==> src/rtl/audio_sample_scheduler.sv <==
// Paces buffered stereo sample pairs into the HDMI audio port on a fractional-accumulator audio clock.
// Optional: define AUDIO_SCHED_MUTE_ON_UNDERRUN_EN to output silence instead of repeating on underrun.
module audio_sample_scheduler #(
  parameter int unsigned CLK_HZ    = 30000000,
  parameter int unsigned SAMPLE_HZ = 48000,
  parameter int unsigned WIDTH     = 24,
  parameter int unsigned DEPTH     = 8
) (
  input  logic                     clock,
  input  logic                     reset,
  input  logic                     enable,
  input  logic                     in_valid,
  output logic                     in_ready,
  input  logic [WIDTH-1:0]         in_left,
  input  logic [WIDTH-1:0]         in_right,
  output logic                     audio_clk,
  output logic [2*WIDTH-1:0]       sample_word,
  output logic                     sample_strobe,
  output logic [$clog2(DEPTH):0]   fifo_level,
  output logic                     underrun,
  output logic [15:0]              underrun_count,
  input  logic                     clear_underrun
);

  localparam int unsigned AW = $clog2(DEPTH);
  localparam int unsigned LW = AW + 1;
  localparam logic [32:0] STEP  = 33'(2 * SAMPLE_HZ);
  localparam logic [32:0] LIMIT = 33'(CLK_HZ);

  logic [31:0]        r_acc;
  logic               r_audioClk;
  logic [2*WIDTH-1:0] r_mem [DEPTH];
  logic [AW-1:0]      r_wrPtr;
  logic [AW-1:0]      r_rdPtr;
  logic [LW-1:0]      r_count;
  logic [2*WIDTH-1:0] r_sampleWord;
  logic               r_strobe;
  logic               r_underrun;
  logic [15:0]        r_underrunCount;

  logic [32:0] w_sum;
  logic        w_toggle;
  logic        w_popEvent;
  logic        w_full;
  logic        w_empty;
  logic        w_push;
  logic        w_pop;
  logic        w_underrunEvent;

  // One extra bit keeps acc+STEP from wrapping before the compare against CLK_HZ.
  assign w_sum           = {1'b0, r_acc} + STEP;
  assign w_toggle        = enable && (w_sum >= LIMIT);
  assign w_popEvent      = w_toggle && r_audioClk;
  assign w_full          = (r_count == LW'(DEPTH));
  assign w_empty         = (r_count == '0);
  assign w_push          = in_valid && !w_full;
  assign w_pop           = w_popEvent && !w_empty;
  assign w_underrunEvent = w_popEvent && w_empty;

  always_ff @(posedge clock) begin
    if (reset || !enable) begin
      r_acc      <= '0;
      r_audioClk <= 1'b0;
    end else if (w_toggle) begin
      r_acc      <= 32'(w_sum - LIMIT);
      r_audioClk <= ~r_audioClk;
    end else begin
      r_acc      <= w_sum[31:0];
    end
  end

  always_ff @(posedge clock) begin
    if (reset) begin
      r_wrPtr <= '0;
      r_rdPtr <= '0;
      r_count <= '0;
    end else begin
      if (w_push) begin
        r_wrPtr <= r_wrPtr + AW'(1);
      end
      if (w_pop) begin
        r_rdPtr <= r_rdPtr + AW'(1);
      end
      case ({w_push, w_pop})
        2'b10:   r_count <= r_count + LW'(1);
        2'b01:   r_count <= r_count - LW'(1);
        default: r_count <= r_count;
      endcase
    end
  end

  always_ff @(posedge clock) begin
    if (!reset && w_push) begin
      r_mem[r_wrPtr] <= {in_left, in_right};
    end
  end

  // The word changes on the audio_clk falling edge so it is stable around the rising edge.
  always_ff @(posedge clock) begin
    if (reset) begin
      r_sampleWord <= '0;
      r_strobe     <= 1'b0;
    end else begin
      r_strobe <= w_popEvent;
      if (w_pop) begin
        r_sampleWord <= r_mem[r_rdPtr];
`ifdef AUDIO_SCHED_MUTE_ON_UNDERRUN_EN
      end else if (w_underrunEvent) begin
        r_sampleWord <= '0;
`endif
      end
    end
  end

  // A new underrun wins over a clear on the same cycle, leaving a count of one.
  always_ff @(posedge clock) begin
    if (reset) begin
      r_underrun      <= 1'b0;
      r_underrunCount <= '0;
    end else if (w_underrunEvent) begin
      r_underrun <= 1'b1;
      if (clear_underrun) begin
        r_underrunCount <= 16'd1;
      end else if (r_underrunCount != 16'hFFFF) begin
        r_underrunCount <= r_underrunCount + 16'd1;
      end
    end else if (clear_underrun) begin
      r_underrun      <= 1'b0;
      r_underrunCount <= '0;
    end
  end

  assign in_ready       = !w_full;
  assign audio_clk      = r_audioClk;
  assign sample_word    = r_sampleWord;
  assign sample_strobe  = r_strobe;
  assign fifo_level     = r_count;
  assign underrun       = r_underrun;
  assign underrun_count = r_underrunCount;

endmodule

==> config.mk <==
export PLATFORM = sky130hd
export DESIGN_NAME = audio_sample_scheduler
export DESIGN_NICKNAME = d
export VERILOG_FILES = /design/src/rtl/audio_sample_scheduler.sv
export SDC_FILE = /design/constraint.sdc
export NUM_CORES = 1
export LEC_CHECK = 0
export CORE_MARGIN = 2
export CORE_UTILIZATION = 53
export DETAILED_ROUTE_END_ITERATION = 10
export GPL_ROUTABILITY_DRIVEN = 0
export PLACE_DENSITY = 0.72
export SYNTH_ARGS = -nofsm -noshare
export SYNTH_HDL_FRONTEND = slang
export SYNTH_SLANG_ARGS = --single-unit
==> constraint.sdc <==
create_clock -name clock -period 7.9 [get_ports clock]
set_clock_uncertainty 0.1 [all_clocks]
set_input_delay 1.58 -clock clock [delete_from_list [all_inputs] [get_ports clock]]
set_output_delay 1.58 -clock clock [all_outputs]
set_load 0.01 [all_outputs]
**After elaboration in Yosys (flattened, before gate mapping)**

Memory sizes are Yosys's and may differ from the RTL's. A register that Yosys moved wholly into a read port is not among the register bits.
Index checks and enable logic that the tools add are counted.

- Register bits after elaboration: 61
- Memory bits (writable): 384
- Logic and storage cells: 48
- Memories kept: 1

- Magnitude comparators: 1
- Reduce and logical (&&, ||, !) cells: 16
- Equality and inequality tests: 4
- $add $sub $neg: 7
- Bitwise logic cells: 1
- Muxes and demuxes: 10

Memories:

| memory | words | bits a word | rd ports | clocked after memory_dff | write ports | RTL line | text |
|---|---|---|---|---|---|---|---|
| r_mem | 8 | 48 | 1 | 1 | 1 | 32 | `logic [2*WIDTH-1:0] r_mem [DEPTH];` |

Operator list:

| cell | count |
|---|---|
| $mux 16 | 4 |
| $add 32x17->33 const B | 1 |
| $ge 33x25->1 const B | 1 |
| $mux 32 | 1 |
| $sub 32x25->32 const B | 1 |
| $add 16x1->16 const B | 1 |
| $ne 16x16->1 const B | 1 |
| $pmux 4 s2 | 1 |
| $add 3x1->3 const B | 2 |
| $logic_and 1x1->1 | 6 |
| $reduce_bool 2->1 | 3 |
| $add 4x1->4 const B | 1 |
| $eq 4x4->1 const B | 1 |
| $logic_not 1->1 | 4 |
| $logic_not 4->1 | 1 |
| $mux 1 | 4 |
| $sub 4x1->4 const B | 1 |
| $eq 2x1->1 const B | 1 |
| $eq 2x2->1 const B | 1 |
| $reduce_and 2->1 | 1 |
| $logic_or 1x1->1 | 1 |
| $not 1->1 | 1 |

**Logic depth before layout (Yosys ltp)**

- Depth after elaboration: 7
- Gate-level depth with buffers: 19
- Depth with buffers taken out: 16

**Least setup slack after synthesis**

No wires, ideal clock.

- Path kind: input-to-reg
- Start: in reset
- End: mem r_mem[0][0] (netlist name) (enable)
- Cell stages on the path: 4
- Setup slack: 459 ps
- Data arrival time: 6768 ps
- Cells stage by stage: clkbuf_1 -> clkbuf_1 -> buf_1 -> nor4_1

- Longest elaborated chain between the ends: 4

Ends and longest elaborated chain:

| what | RTL line | text |
|---|---|---|
| from (decl) | 10 | `input logic reset,` |
| $logic_not 1->1 | 93 | `if (!reset && w_push) begin` |
| $logic_and 1x1->1 | 93 |  |
| $mux 1 | 93 |  |
| $mux 1 (not written as such) | 94 | `r_mem[r_wrPtr] <= {in_left, in_right};` |
| to (decl) | 32 |  |

Every way passes these cells.

**Worst setup path after layout**

- Start: reg r_acc[8]
- End: reg r_acc[10]

- Longest elaborated chain between the ends: 4
- Elaborated cells between the ends (all ways): 5
- Those cells by class: add/sub (2); order compare (1); mux (1); reduce/logical (1)

Ends and longest elaborated chain:

| what | RTL line | text |
|---|---|---|
| from (decl) | 30 | `logic [31:0] r_acc;` |
| from (signal assigned) | 65 | `r_acc <= 32'(w_sum - LIMIT);` |
| from (signal assigned) | 68 | `r_acc <= w_sum[31:0];` |
| $add 32x17->33 * | 51 | `assign w_sum = {1'b0, r_acc} + STEP;` |
| $ge 33x25->1 | 52 | `assign w_toggle = enable && (w_sum >= LIMIT);` |
| $logic_and 1x1->1 | 52 |  |
| $mux 32 * | 64 | `end else if (w_toggle) begin` |

Mark *: on every way between the ends. The rest lies on a longest branch, timed or not.
A chain may end at the register's enable or synchronous reset.

==> impl_summary.md <==
Floorplan
The effective utilization at floorplan is 53.9%. The top-level port count is 125. The floorplan step defined a die boundary enclosing 0.0388 mm². The placeable core region is 0.0366 mm². The floorplan step set the die width to 197 µm. The die boundary height is 197 µm. The initialized floorplan defines 70 standard-cell rows.

Outcome
The run finished with clean final reports.

Clock network
The tree is rooted in a sky130_fd_sc_hd__clkbuf_16. For this design, the CTS-stage hold fixing added 0 buffers. The number of sinks driven by the clock tree is 486. The clock network latency to the later pin of the worst-skew pair is 0.57 ns. The number of levels the H-tree was split into is 2. No sink is reached through more buffers than the 3 on the longest clock path. TritonCTS built the clock tree. The clock-pin transition on the worst setup and hold timing paths is 0.06 ns.

The CTS buffer count is 48. Post-CTS timing repair inserted 0 buffers for setup. The post-cts repair resize count is 0.

Timing
Measured against its own limit, the worst slew margin works out to 21.7%. Setup repair after global routing left no endpoint under its margin. The number of hold violations in the final report is 0. The final number of max-transition violations is 0. The final number of setup-violating endpoints is 0. For the final routed database, the setup TNS stands at 0 ns.

For this run, the top clock speed supported by timing is 0.212 GHz. Of the available clock period, the critical path in the final layout requires 59.8%. Hold is met by 0.366 ns.

The worst path needs 4.72 ns of the cycle, external delays included. For the pin with the worst max-slew slack, the measured transition is 1.17 ns.

Setup path
The category of the worst setup path launch point is a flip-flop. The critical path class is reg -> reg. The critical-path maximum fanout is 52. STA puts the critical path data required time at 8.29 ns. The data arrival at the endpoint of the critical path is 5.11 ns. The worst setup path is captured at a flip-flop. The worst register-to-register path has a depth of 11.

Layout
After filler insertion, the fill cell instance count of the layout stands at 2650. The synthesis-to-finish area growth is 15.8%. The final net count is 1376.

The share of final-layout standard cells stronger than drive strength 1 is 16.3%.

Logic synthesis
After synthesis, the share of cell area in mux cells is 13.8%. The synthesized netlist devotes 0.976% of its cell area to XOR and XNOR gates. The synthesized design contains 486 register bits. Synthesis produced a netlist with a net count of 1263. The share of flip-flops with an asynchronous set or reset after synthesis is 0%.

The top flip-flop cell by instance count after synthesis is sky130_fd_sc_hd__edfxtp_1. Each instance of the synthesized netlist takes up on average 16.4 µm². The largest family of logic cells by synthesized area is multiplexers. In this run, distinct cell masters in the synthesized netlist total 76. The sequential cell area fraction in the yosys report is 68.8%. After technology mapping, the gate count stands at 1201. The arithmetic-cell share of the synthesized area counting full adders, half adders and majority gates is 0.609%. The synthesized-area fraction occupied by ao, oa, aoi and oai cells is 7.70%. The synthesized design contains 384 enable-type register cells. The post-synthesis cell area is 0.0197 mm².

The total of warnings raised by yosys is 0. After Yosys synthesis, and, or, nand and nor cells account for 6.04% of the synthesized area.

Detailed routing
The first routing iteration left 884 violations. The detailed router placed 11201 vias in this run. Once detail routing completed, the nets flagged for antenna violations numbered 0.

The average wire length per cell after detail routing is 23.0 µm. Wires add up to 41900 µm. After detailed routing, the number of vias per cell comes to 6.15. The detailed-router iteration count before antenna repair is 5. For this run, design rule violations remaining after detail routing come to 0.

Global route
The number of antenna violations at the first check in global routing is 2. The combined global-route utilization of all metal layers is 21.9%. The via count of the first global-routing pass is 11180. The total grt overflow is 0.

Entering global routing, the biggest net connects 53 pins. The wire length of the first global-routing pass is 64500 µm.

Min path
The worst hold path class is reg -> reg. The number of cells on the worst hold path is 2.

Power
In this run the power density over the cells is 268 mW/mm². The leakage power summed over all cells is 7.36 nW. The peak supply drop is 291 µV.

Place
Input and output buffers added on the ports amount to 124. Once detailed placement completed, the half-perimeter wirelength came to 22300 µm.

Flow run
The max-cap check violation count is 0.
## Yosys cell counts (all sizes together) (14+ instances only)
cell    count  area [µm²]
edfxtp    384       11500
dfxtp     102        2040
mux4       96        2160
a21oi      85         437
mux2i      55         551
a211oi     53         408
clkbuf     41         154
nand2      41         156
buf        37         201
nor2       36         135
nor3       22         131
o21ai      18         101
inv        16        60.1
nand3      16        80.1
o31ai      16         125
nand4      15        93.8
or3        15        93.8
nor4       14        87.6
xnor2      14         123
## logic make-up (layout without fill, tap and decap cells)
| logic type | after synthesis | count (layout) |
|---|---|---|
| AO/OA/AOI/OAI | 222 | 222 |
| XOR/XNOR | 22 | 22 |
| adder cells (fa/ha/maj) | 9 | 9 |
| buffers and inverters | 94 | 244 |
| flip-flops | 486 | 486 |
| multiplexers | 152 | 152 |
| other | 0 | 3 |
| AND/OR/NAND/NOR | 216 | 216 |
## worst paths after layout
check	startpoint	endpoint	slack, ns
max	r_acc[8]	r_acc[10]	3.18
min reg2reg	underrun	underrun	0.37
max reg2reg	r_acc[8]	r_acc[10]	3.18
min	underrun	underrun	0.37
## cells in the final DEF, fill, tap and decap left out, types with 15 or more instances in the layout
| cell | n |
|---|---|
| sky130_fd_sc_hd__clkbuf_16 | 48 |
| sky130_fd_sc_hd__nor3_1 | 19 |
| sky130_fd_sc_hd__nand2_1 | 40 |
| sky130_fd_sc_hd__clkdlybuf4s50_1 | 123 |
| sky130_fd_sc_hd__mux2i_1 | 55 |
| sky130_fd_sc_hd__inv_1 | 15 |
| sky130_fd_sc_hd__nand3_1 | 16 |
| sky130_fd_sc_hd__a211oi_1 | 51 |
| sky130_fd_sc_hd__or3_1 | 15 |
| sky130_fd_sc_hd__dfxtp_1 | 100 |
| sky130_fd_sc_hd__mux4_2 | 96 |
| sky130_fd_sc_hd__edfxtp_1 | 384 |
| sky130_fd_sc_hd__nor2_1 | 29 |
| sky130_fd_sc_hd__o21ai_0 | 15 |
| sky130_fd_sc_hd__buf_4 | 17 |
| sky130_fd_sc_hd__a21oi_1 | 84 |
| sky130_fd_sc_hd__nand4_1 | 15 |
| sky130_fd_sc_hd__o31ai_1 | 15 |
## routing by layer
metal	GRT usage [%]	routed length [µm]	vias to the layer above
met5	0	0	-
met4	5.24	653	0
met3	4.06	2770	52
met1	30.8	18000	5700
met2	35.8	20500	366
li1	-	-	5083
## worst max-delay path, stage by stage, from the launching register on
cell                       delay (ns)
sky130_fd_sc_hd__dfxtp_1         0.45
sky130_fd_sc_hd__inv_1           0.12
sky130_fd_sc_hd__ha_1            0.34
sky130_fd_sc_hd__nand2b_2        0.21
sky130_fd_sc_hd__a21oi_4         0.12
sky130_fd_sc_hd__or4_1           0.54
sky130_fd_sc_hd__a221oi_2        0.35
sky130_fd_sc_hd__nand2_2         0.16
sky130_fd_sc_hd__o211ai_4        0.95
sky130_fd_sc_hd__buf_4           0.73
sky130_fd_sc_hd__mux2i_1         0.29
sky130_fd_sc_hd__mux2i_1         0.20
## power by group
part	leakage [nW]	switching (W)	total [W]	internal, W
Combinational	2.37	0.000771	0.00112	0.000352
Sequential	4.30	0.0000831	0.00291	0.00283
Clock	0.699	0.000938	0.00210	0.00116
## sequential cells by signal, indices dropped and copies added (netlist names), 3 cells and up
signal,cells
r_rdPtr,3
sample_word,48
r_mem,384
r_wrPtr,3
underrun_count,16
fifo_level,4
r_acc,25
## layout make-up
type                    instances  area (µm²)  share of cell area [%]
diodes                          3        7.51                  0.0328
well taps                     468         586                    2.56
clock buffers                  66        1310                    5.72
inverters                      16        61.3                   0.268
multi-input cells             621        5820                    25.5
clock inverters                21         131                   0.575
flip-flops and latches        486       13600                    59.4
repair buffers                141        1360                    5.97
## stage by stage
stage | utilization (%) | area [µm²] | total power (W) | worst slack (ns) | cells
after floorplan | - | 19700 | 0.00383 | 0.459 | 1201
after global placement | 58.5 | 21400 | 0.00404 | 3.32 | 1732
after detailed placement | 58.5 | 21400 | 0.00408 | 3.26 | 1732
after CTS | 62.4 | 22900 | 0.00616 | 3.27 | 1819
after global routing | 62.4 | 22900 | 0.00637 | 2.90 | 1819
final | 62.4 | 22900 | 0.00613 | 3.18 | 1822
(Power assumes the default switching activity.)
